==> config.mk <==
export PLATFORM = sky130hd
export DESIGN_NAME = uvmt_cv32e40x_obi_pma_responder
export DESIGN_NICKNAME = d
export VERILOG_FILES = /design/src/rtl/uvmt_cv32e40x_obi_pma_responder.sv
export SDC_FILE = /design/constraint.sdc
export NUM_CORES = 1
export LEC_CHECK = 0
export ABC_CLOCK_PERIOD_IN_PS = 5000
export BUFFER_PORTS_ARGS = -buffer_cell sky130_fd_sc_hd__clkbuf_2
export CORE_MARGIN = 3
export CORE_UTILIZATION = 56
export DETAILED_ROUTE_END_ITERATION = 8
export PLACE_DENSITY = 0.95
export SLEW_MARGIN = 10
export SYNTH_ARGS = -nofsm -noshare
export SYNTH_HDL_FRONTEND = slang
export SYNTH_SLANG_ARGS = --single-unit
export TNS_END_PERCENT = 5
==> constraint.sdc <==
create_clock -name clk -period 5 [get_ports clk]
set_input_delay 0.5 -clock clk [delete_from_list [all_inputs] [get_ports clk]]
set_output_delay 0.5 -clock clk [all_outputs]
set_load 0.05 [all_outputs]
==> src/rtl/uvmt_cv32e40x_obi_pma_responder.sv <==
// OBI data-side responder used by the CV32E40X testbench.
// Accepts requests into a small in-order FIFO and returns each response
// after a fixed latency. Flags accepted requests whose memtype disagrees
// with the PMA region map. Read data is the inverted address so the
// bench can recognise which request a response belongs to.

package uvmt_cv32e40x_obi_pma_pkg;

  typedef struct packed {
    logic [31:0] word_addr_low;
    logic [31:0] word_addr_high;
    logic        main;
    logic        bufferable;
    logic        cacheable;
  } pma_cfg_t;

endpackage

module uvmt_cv32e40x_obi_pma_responder
  import uvmt_cv32e40x_obi_pma_pkg::*;
#(
  parameter int                              PMA_NUM_REGIONS = 0,
  parameter pma_cfg_t [PMA_NUM_REGIONS-1:0]  PMA_CFG         = '0,
  parameter int                              RESP_LATENCY    = 2,
  parameter int                              FIFO_DEPTH      = 2,
  parameter logic [31:0]                     ERR_ADDR_LOW    = 32'hFFFF_FFF0,
  parameter logic [31:0]                     ERR_ADDR_HIGH   = 32'hFFFF_FFFF
) (
  input  logic        clk,
  input  logic        rst_n,
  input  logic        req_i,
  output logic        gnt_o,
  input  logic [31:0] addr_i,
  input  logic        we_i,
  input  logic [3:0]  be_i,
  input  logic [31:0] wdata_i,
  input  logic [1:0]  memtype_i,
  output logic        rvalid_o,
  output logic [31:0] rdata_o,
  output logic        err_o,
  output logic        memtype_mismatch_o,
  output logic [3:0]  outstanding_o
);

  localparam int PTR_W = (FIFO_DEPTH > 1) ? $clog2(FIFO_DEPTH) : 1;

  logic [31:0]      fifo_addr [FIFO_DEPTH];
  logic             fifo_we   [FIFO_DEPTH];
  logic             fifo_err  [FIFO_DEPTH];
  logic [PTR_W-1:0] wr_ptr;
  logic [PTR_W-1:0] rd_ptr;
  logic [3:0]       count;

  logic [3:0]       head_cnt;
  logic             head_loaded;

  logic             push;
  logic             pop;
  logic             load_head;
  logic             err_hit;
  logic             exp_buf;
  logic             exp_cach;
  logic             region_hit;
  logic [33:0]      addr_ext;

  // Write data and byte enables are deliberately not stored.
  logic             unused_wr;
  assign unused_wr = ^{be_i, wdata_i};

  function automatic logic [PTR_W-1:0] ptr_inc(input logic [PTR_W-1:0] p);
    return (p == PTR_W'(FIFO_DEPTH - 1)) ? '0 : p + 1'b1;
  endfunction

  // Grant only on spare room as of the start of the cycle; a same-cycle pop
  // does not free a slot for the incoming request.
  assign gnt_o = req_i && (count < 4'(FIFO_DEPTH));
  assign push  = req_i && gnt_o;

  assign rvalid_o      = (count != 4'd0) && head_loaded && (head_cnt == 4'd0);
  assign pop           = rvalid_o;
  assign outstanding_o = count;

  // Response payload only while rvalid_o is high; writes return zero data.
  assign err_o   = rvalid_o ? fifo_err[rd_ptr] : 1'b0;
  assign rdata_o = (rvalid_o && !fifo_we[rd_ptr]) ? ~fifo_addr[rd_ptr] : 32'h0;

  assign err_hit = ({1'b0, addr_i} >= {1'b0, ERR_ADDR_LOW}) &&
                   ({1'b0, addr_i} <= {1'b0, ERR_ADDR_HIGH});

  // A new head appears after a push into an empty FIFO, or after a pop that
  // leaves something behind (including an entry pushed in the same cycle).
  assign load_head = (push && (count == 4'd0)) ||
                     (pop && ((count > 4'd1) || push));

  assign addr_ext = {2'b00, addr_i};

  // First matching region wins; unmatched addresses expect non-bufferable,
  // non-cacheable. Reads can never be bufferable.
  always_comb begin
    region_hit = 1'b0;
    exp_buf    = 1'b0;
    exp_cach   = 1'b0;
    for (int i = 0; i < PMA_NUM_REGIONS; i++) begin
      if (!region_hit &&
          (addr_ext >= {PMA_CFG[i].word_addr_low, 2'b00}) &&
          (addr_ext <  {PMA_CFG[i].word_addr_high, 2'b00})) begin
        region_hit = 1'b1;
        exp_buf    = PMA_CFG[i].bufferable;
        exp_cach   = PMA_CFG[i].cacheable;
      end
    end
    exp_buf = exp_buf & we_i;
  end

  // FIFO storage, pointers and occupancy.
  always_ff @(posedge clk or negedge rst_n) begin
    if (!rst_n) begin
      wr_ptr <= '0;
      rd_ptr <= '0;
      count  <= 4'd0;
      for (int i = 0; i < FIFO_DEPTH; i++) begin
        fifo_addr[i] <= 32'h0;
        fifo_we[i]   <= 1'b0;
        fifo_err[i]  <= 1'b0;
      end
    end else begin
      if (push) begin
        fifo_addr[wr_ptr] <= addr_i;
        fifo_we[wr_ptr]   <= we_i;
        fifo_err[wr_ptr]  <= err_hit;
        wr_ptr            <= ptr_inc(wr_ptr);
      end
      if (pop) begin
        rd_ptr <= ptr_inc(rd_ptr);
      end
      case ({push, pop})
        2'b10:   count <= count + 4'd1;
        2'b01:   count <= count - 4'd1;
        default: count <= count;
      endcase
    end
  end

  // Head latency counter: loads on a new head, counts down and holds at zero.
  always_ff @(posedge clk or negedge rst_n) begin
    if (!rst_n) begin
      head_loaded <= 1'b0;
      head_cnt    <= 4'd0;
    end else if (load_head) begin
      head_loaded <= 1'b1;
      head_cnt    <= 4'(RESP_LATENCY - 1);
    end else if (pop) begin
      head_loaded <= 1'b0;
    end else if (head_loaded && (head_cnt != 4'd0)) begin
      head_cnt <= head_cnt - 4'd1;
    end
  end

  // One-cycle flag for an accepted request with unexpected memory attributes.
  always_ff @(posedge clk or negedge rst_n) begin
    if (!rst_n) begin
      memtype_mismatch_o <= 1'b0;
    end else begin
      memtype_mismatch_o <= push && (memtype_i != {exp_cach, exp_buf});
    end
  end

endmodule
-- After elaboration in Yosys (flattened, before gate mapping)
Cells that the tools add are included.
- magnitude comparators: 6
- eq/ne operators: 3
- reduce and logical (&&, ||, !) cells: 22
- div/mod/pow operators: 0
- multipliers: 0
- shift-type cells: 0
- bitwise gates (word level): 3
- add/sub/neg operators: 5
- mux-type cells: 26
- operators with widths (cell ; number):
    $mux 32 ; 5
    $bwmux 64 ; 1
    $demux 32 s1 ; 1
    $ge 32x32->1 const B ; 1
    $not 32->32 ; 1
    $mux 1 ; 12
    $mux 4 ; 3
    $logic_and 1x1->1 ; 10
    $logic_not 4->1 ; 2
    $pmux 4 s2 ; 1
    $reduce_bool 2->1 ; 4
    $reduce_bool 4->1 ; 2
    $sub 4x1->4 const B ; 2
    $add 4x1->4 const B ; 1
    $bwmux 2 ; 2
    $ge 2x2->1 const B ; 2
    $gt 4x1->1 const B ; 1
    $lt 4x2->1 const B ; 1
    $not 1->2 ; 2
    $add 1x1->1 const B ; 2
    $eq 2x1->1 const B ; 1
    $eq 2x2->1 const B ; 1
    $logic_or 1x1->1 ; 2
    $lt 2x1->1 const B ; 1
    other kinds (4) ; 4
- latch bits: 0
- output and inout port bits: 40
- input port bits: 74
- flip-flop bits (word level): 80
- memory bits (read-only): 0
- word-level logic and storage cells: 77
- bits in writable memories: 0
- memories: 0

-- Longest topological paths before layout
Gate-level depths: netlist (run 1).
- depth in word-level cells: 8
- depth in mapped cells: 9
- mapped depth without buffers: 9

-- Worst setup path after synthesis (run 1)
No wires, ideal clock.
- kind: reg2out
- from: reg count[1], in the netlist outstanding_o[1]
- to: out rdata_o[0]
- stages on the path, launching flop included: 7
- buffers on the path: 1
- arrival time: 2873 ps
- data required time: 4500 ps
- path slack: 1627 ps
- path through: dfrtp_1 inv_1 ha_1 or3b_2 nand3_1 clkbuf_1 a211oi_1
- cells in the longest elaborated chain, start to end: 5
- ends and longest elaborated chain (what ; line ; text):
    start, declared ; 52 ; logic [3:0] count;
    start signal, assigned ; 137 ; 2'b10: count <= count + 4'd1;
    start signal, assigned ; 138 ; 2'b01: count <= count - 4'd1;
    start signal, assigned ; 139 ; default: count <= count;
    $reduce_bool 4->1 ; 79 ; assign rvalid_o = (count != 4'd0) && head_loaded && (head_cnt == 4'd0);
    $logic_and 1x1->1 (2 in series) ; 79 ;
    $logic_and 1x1->1 ; 85 ; assign rdata_o = (rvalid_o && !fifo_we[rd_ptr]) ? ~fifo_addr[rd_ptr] : 32'h0;
    $mux 32 ; 85 ;
    end, declared ; 39 ; output logic [31:0] rdata_o,
No other way between the ends.

-- Worst setup path in the final report (run 1)
- from: reg count[1], in the netlist outstanding_o[1]
- to: out rdata_o[24]
The elaborated chain is that of the path after synthesis.

==> results of run 1 <==
-- metrics by stage --
stage	cells	instance area [um^2]	utilization, %
after floorplan	300	4079	-
after global placement	458	4459	64.22
after detailed placement	458	4459	64.22
after CTS	474	4673	67.30
after global routing	474	4673	67.30
final	474	4673	67.30
-- worst max-delay path by stage --
stage	start	slack, ps	to	cells past startpoint
2_1_floorplan	outstanding_o[1]$_DFFE_PN0P_	1630	rdata_o[0]	6
3_3_place_gp	outstanding_o[1]$_DFFE_PN0P_	2390	rdata_o[10]	7
3_5_place_dp	outstanding_o[1]$_DFFE_PN0P_	2330	rdata_o[24]	7
4_1_cts	outstanding_o[1]$_DFFE_PN0P_	1940	rdata_o[24]	7
5_1_grt	outstanding_o[1]$_DFFE_PN0P_	1840	rdata_o[30]	7
6_report	outstanding_o[1]$_DFFE_PN0P_	1950	rdata_o[24]	7
-- sequential cells by signal (all words and copies together) (netlist names) --
name,cells
head_cnt,4
outstanding_o,4
rd_ptr,1
wr_ptr,1
fifo_addr,64
fifo_err,2
memtype_mismatch_o,1
fifo_we,2
head_loaded,1
-- routing by layer --
layer | track usage [%] | wire length (um) | vias up
li1 | - | - | 1236
met2 | 35.07 | 4154 | 65
met3 | 3.811 | 337 | 10
met5 | 0 | 0 | -
met4 | 8.166 | 130 | 0
met1 | 26.57 | 3725 | 1352
-- worst register-to-register path, cell delays in order (launching register included) --
cell and delay (ps):
dfrtp_1 520, inv_1 120, ha_1 260, or3b_2 220, nand2_1 110, inv_1 110, ha_1 250, or4b_2 600
a21oi_1 190, xor2_1 150
-- cell type report --
class | count | area, um^2
Clock buffer | 10 | 137.6
Sequential cell | 80 | 2003
Tap cell | 96 | 120.1
Inverter | 8 | 32.53
Timing Repair Buffer | 79 | 402.9
Fill cell | 518 | 2271
Multi-Input combinational cell | 195 | 1901
Clock inverter | 6 | 76.32
-- cells in the mapped netlist, types with 2 or more instances --
cell	n	share of area [%]
mux2i_1	3	0.74
nor3b_1	2	0.37
nand4b_1	2	0.43
o21ai_0	6	0.74
a211oi_1	32	5.9
mux2_2	7	1.9
mux2_4	59	22
or4_1	2	0.37
a21oi_1	5	0.61
inv_1	7	0.64
nand2_1	4	0.37
buf_12	3	1.5
nor2b_1	33	5.1
xor2_1	2	0.43
nor2_1	5	0.46
ha_1	5	1.5
buf_6	4	1.1
buf_1	2	0.18
dfrtp_1	80	49
xnor2_1	4	0.86
or3_1	3	0.46
clkbuf_1	7	0.64
nand4_1	7	1.1
-- power groups by stage --
| stage | Clock (mW) | Sequential [mW] | Combinational, mW |
|---|---|---|---|
| after floorplan | 0 | 1.19 | 1.31 |
| after global placement | 0 | 1.16 | 1.56 |
| after detailed placement | 0 | 1.19 | 1.61 |
| after CTS | 0.513 | 1.19 | 1.62 |
| after global routing | 0.540 | 1.23 | 1.71 |
| final | 0.500 | 1.19 | 1.61 |
-- logic make-up (layout without fill, tap and decap cells) --
group	after synthesis	count (layout)	synth area share, %
AO/OA/AOI/OAI	47	47	8.068
XOR/XNOR	6	6	1.288
adder cells (fa/ha/maj)	5	5	1.534
buffers and inverters	25	103	4.325
flip-flops	80	80	49.08
multiplexers	69	69	24.39
AND/OR/NAND/NOR	68	68	11.32
==> implementation parameters, run 1 <==
Parameter                              Value

Yosys
  Mean Syn Cell Area ... 13.60 um^2
  Warnings, synthesis ... 0
  Library cells used by synthesis ... 39
  Fraction of synthesis flops using an asynchronous set or reset pin ... 100.0%
  Number of synthesized register bits ... 80
  Fraction of the yosys area taken by sequential cells ... 49.08%
  Synthesized area ... 4079 um^2
  Number of synthesized flops with an enable pin ... 0
  Main flop type after synthesis ... dfrtp_1
  Number of instances in the synthesized netlist ... 300
  Post-synthesis net count ... 379

Die
  Die Y-Extent ... 91.35 um
  Core Region ... 6944 um^2
  I/O pin cnt ... 114
  Chip Width ... 91.35 um
  Die footprint ... 8344 um^2
  Effective utilization at floorplan ... 58.74%
  Cell Rows ... 30

Place
  Placement Setup Slack ... 2332 ps
  Port Buf Inserts ... 77
  Weighted congestion at the end of routability-driven global placement ... 0.8175
  Hpwl dp ... 5.501 mm

Min path
  Worst hold-check path type ... primary input to async pin

Route
  Remaining number of nets flagged by the antenna check after routing ... 0
  Drc violations ... 0
  Via density per instance ... 5.618
  Routed via count ... 2663
  Iteration-0 DRC Markers ... 91
  Iteration count of the initial detailed-routing pass ... 4
  Per-cell routed wire length ... 17.61 um
  Wirelength, routed ... 8.348 mm

Flow run
  Number of max-capacitance violations reported ... 0

Critical path
  Critical path required time ... 4500 ps
  Worst endpoint data arrival time ... 2550 ps
  Logic depth of the worst register-to-register path ... 9
  CP Launch Type ... flip-flop
  Peak per-stage delay on the critical path ... 490 ps
  Source of the worst register-to-register timing path ... outstanding_o[1]$_DFFE_PN0P_
  Kind of end point of the critical path ... primary output
  Maximum fanout encountered on the critical timing path ... 32
  Endpoint of the worst register-to-register path ... outstanding_o[3]$_DFFE_PN0P_
  Category of the most critical setup path ... flip-flop to primary output
  Crit-path leading delay family ... buffers and inverters
  Number of buffers and inverters on the critical path ... 3
  Worst-path cell with the longest stage delay ... dfrtp_1
  Slack of the worst reg-to-reg path ... 2420 ps
  Cell breakdown of the critical path ... inv_1, ha_1, or3b_2, nand3_1, buf_4, a211oi_1, clkbuf_2

STA
  Slew Limit Fails ... 0
  Crit path setup slack, layout ... 1950 ps
  Slew at the pin closest to its max-slew limit ... 986.2 ps
  Final count of negative-setup-slack endpoints ... 0
  Worst clock skew on the final layout ... 14.10 ps
  Unrepaired setup endpoints after global routing ... no
  Max-slew headroom at the worst pin ... 34.26%
  Time the final worst path needs with I/O delays and setup ... 3050 ps
  Final Hold Viols ... 0
  Hold Worst Slack ... 304.7 ps
  Post-route setup TNS ... 0 ps
  Highest attainable clock frequency ... 327.9 MHz
  Final period utilization ... 61.00%

Final layout
  Commonest non-fill, non-tap cells in the layout ... dfrtp_1 (79), clkbuf_2 (76), mux2_4 (59), nor2b_1 (33), a211oi_1 (32)
  Most common library cell in the layout ignoring fill and taps ... dfrtp_1
  Antenna diode count ... 0
  Share of final-layout standard cells stronger than drive strength 1 ... 44.97%
  Area Overhead vs Synth ... 14.57%
  Fin nets ... 452

Global route
  Number of antenna violations at the first check in global routing ... 0
  Maximum number of pins on one net before global-route repair ... 81
  Global-route wire length before repair ... 13.81 mm
  Number of global-route vias before repair ... 2834
  Global-route total usage across every layer ... 20.80%
  Remaining Overflow, GRT ... 0

Clock tree
  Post-CTS Hold Fix Bufs ... 0
  Number of clock sinks ... 80
  Clock Tree Buf Depth ... 2
  Number of setup buffers added after CTS ... 0
  TritonCTS clock tree ... done
  Number of resized instances in the post-cts repair step ... 0
  H-tree depth reported by CTS ... 3
  Clock-pin transition on the worst setup and hold timing paths ... 80 ps
  Clock buffers created by TritonCTS ... 9
  Worst-skew pair later-pin latency ... 350 ps
  Root Driver ... clkbuf_8

Pwr
  Switching power summed over all nets ... 1.347 mW
  Power Total ... 3.295 mW
  Part of the total power dissipated in the clock network ... 15.2%
  Max IR drop VDD ... 0.0003723 V
  Cell-internal power ... 1.948 mW
  Fraction of power consumed by sequential logic ... 36.1%
  Leakage dissipation ... 2.230 nW
  Total power divided by cell area ... 705.1 nW/um^2
  Combinational share of power ... 48.7%
  Switching portion of total power ... 40.89%

Status
  Status ... finished clean
No activity file was read; power rests on OpenSTA's default activity.
==> inputs of run 2 (changes only) <==
--- a/config.mk
+++ b/config.mk
@@ -5,12 +5,12 @@
 export SDC_FILE = /design/constraint.sdc
 export NUM_CORES = 1
 export LEC_CHECK = 0
-export ABC_CLOCK_PERIOD_IN_PS = 5000
+export ABC_CLOCK_PERIOD_IN_PS = 2800
 export BUFFER_PORTS_ARGS = -buffer_cell sky130_fd_sc_hd__clkbuf_2
 export CORE_MARGIN = 3
-export CORE_UTILIZATION = 56
+export CORE_UTILIZATION = 47
 export DETAILED_ROUTE_END_ITERATION = 8
-export PLACE_DENSITY = 0.95
+export PLACE_DENSITY = 0.87
 export SLEW_MARGIN = 10
 export SYNTH_ARGS = -nofsm -noshare
 export SYNTH_HDL_FRONTEND = slang
==> constraint.sdc (replaced) <==
create_clock -name clk -period 2.8 [get_ports clk]
set_input_delay 0.28 -clock clk [delete_from_list [all_inputs] [get_ports clk]]
set_output_delay 0.28 -clock clk [all_outputs]
set_load 0.05 [all_outputs]
==> run 2 against run 1 <==
Global-route usage is 2.9 points lower. Count of clock-buffer cells in the layout increased by 1. Non-clock buffer count up 4. Clock skew down 8.7 ps. Clock power up 88%.
==> implementation parameters, run 2 (synthesis results as in run 1) <==
Parameter                              Value

Die
  Effective utilization at floorplan ... 48.90%
  Cell Rows ... 33
  Die Y-Extent ... 99.16 um
  I/O pin cnt ... 114
  Die footprint ... 9833 um^2
  Core Region ... 8341 um^2
  Chip Width ... 99.16 um

Route
  Drc violations ... 0
  Wirelength, routed ... 8.466 mm
  Wl on met1 ... 3.926 mm
  Max Used Layer ... met4
  Met2 wire len ... 4.116 mm
  Routed wire length on met3 ... 250 um
  Remaining number of nets flagged by the antenna check after routing ... 0
  Per-cell routed wire length ... 17.38 um
  Via density per instance ... 5.402
  Iteration count of the initial detailed-routing pass ... 4
  Routed via count ... 2631
  Iteration-0 DRC Markers ... 155

STA
  Hold Worst Slack ... 112.4 ps
  Slew Limit Fails ... 0
  Final period utilization ... 96.12%
  Final count of negative-setup-slack endpoints ... 0
  Time the final worst path needs with I/O delays and setup ... 2691 ps
  Crit path setup slack, layout ... 108.6 ps
  Unrepaired setup endpoints after global routing ... no
  Worst clock skew on the final layout ... 5.431 ps
  Highest attainable clock frequency ... 371.5 MHz
  Slew at the pin closest to its max-slew limit ... 1002 ps
  Max-slew headroom at the worst pin ... 33.18%
  Final Hold Viols ... 0

Clock tree
  Clock-pin transition on the worst setup and hold timing paths ... 80 ps
  Root Driver ... clkbuf_8
  Clock Tree Buf Depth ... 2
  Number of clock sinks ... 80
  Clock buffers created by TritonCTS ... 9
  Post-CTS Hold Fix Bufs ... 0
  Worst-skew pair later-pin latency ... 330 ps
  Number of setup buffers added after CTS ... 0
  H-tree depth reported by CTS ... 3
  TritonCTS clock tree ... done
  Number of resized instances in the post-cts repair step ... 0

Critical path
  Kind of end point of the critical path ... primary output
  Category of the most critical setup path ... flip-flop to primary output
  CP Launch Type ... flip-flop
  Slack of the worst reg-to-reg path ... 260 ps
  Setup crit start ... outstanding_o[0]$_DFFE_PN0P_
  Worst endpoint data arrival time ... 2410 ps
  Maximum fanout encountered on the critical timing path ... 18
  Critical path required time ... 2520 ps
  Source of the worst register-to-register timing path ... outstanding_o[0]$_DFFE_PN0P_

Place
  DP Cell Count ... 471
  Weighted congestion at the end of routability-driven global placement ... 0.7965
  Placement Setup Slack ... 294.5 ps
  Hpwl dp ... 5.781 mm
  Port Buf Inserts ... 77

Final layout
  Commonest non-fill, non-tap cells in the layout ... dfrtp_1 (79), clkbuf_2 (65), mux2_4 (59), nor2b_1 (33), a211oi_1 (32)
  Share of final-layout standard cells stronger than drive strength 1 ... 45.29%
  Most common library cell in the layout ignoring fill and taps ... dfrtp_1
  Final instance count without filler cells ... 487
  Flip-flop count of the largest register after layout ... 64
  Area Overhead vs Synth ... 20.12%
  Fin nets ... 456
  Most flop-heavy register ... fifo_addr
  Antenna diode count ... 0

Global route
  Number of global-route vias before repair ... 2802
  Maximum number of pins on one net before global-route repair ... 81
  Number of antenna violations at the first check in global routing ... 0
  Remaining Overflow, GRT ... 0
  Global-route wire length before repair ... 14.12 mm
  Global-route total usage across every layer ... 17.87%

Pwr
  Leakage dissipation ... 2.290 nW
  Total power divided by cell area ... 1250 nW/um^2
  Max IR drop VDD ... 0.0005769 V

Min path
  Worst hold-check path type ... primary input to async pin

Status
  Status ... finished clean

Flow run
  Number of max-capacitance violations reported ... 0
## run 2: where the power goes
group          total, mW  internal, mW  switching (mW)  leakage, nW
clock network      0.938         0.526           0.412        0.106
registers           2.10          1.73           0.372        0.959
logic               3.08          1.46            1.62         1.23
## run 2: through the flow
step | area [um^2] | utilization (%) | setup TNS (ps) | power, mW
5_1_grt | 4900 | 58.75 | 0 | 6.500
3_5_place_dp | 4678 | 56.09 | 0 | 5.210
3_3_place_gp | 4678 | 56.09 | 0 | 5.080
6_report | 4900 | 58.75 | 0 | 6.123
2_1_floorplan | 4079 | - | -11120 | 4.466
4_1_cts | 4900 | 58.75 | 0 | 6.175
## run 2: cell type report
class | instances | area, um^2
fill | 665 | 3441
sequential | 80 | 2003
multi-input combinational | 195 | 1901
timing repair buffer | 83 | 610.6
clock buffer | 11 | 141.4
tap | 105 | 131.4
clock inverter | 5 | 80.08
inverter | 8 | 32.53
## run 2: per-layer routing
layer / global-route usage, % / up-vias
met5: 0 / -
met4: 6.933 / 0
met3: 2.875 / 14
met2: 28.72 / 61
met1: 24.39 / 1314
li1: - / 1242
## run 2: worst paths after layout
path | to | depth (start not counted)
worst max-delay path | rdata_o[16] | 7
worst min-delay path | memtype_mismatch_o$_DFF_PN0_ | 1
worst max register to register | outstanding_o[3]$_DFFE_PN0P_ | 9
worst min register to register | fifo_addr[43]$_DFFE_PN0P_ | 1
max in group asynchronous | rd_ptr$_DFFE_PN0P_ | 1
min in group clk | memtype_mismatch_o$_DFF_PN0_ | 3
## run 2: critical path, cell delays in order, from the launching register on
cell	delay, ps
dfrtp_1	460
inv_1	70
ha_1	270
or3b_2	230
nand3_1	100
buf_4	220
a211oi_1	510
buf_12	210
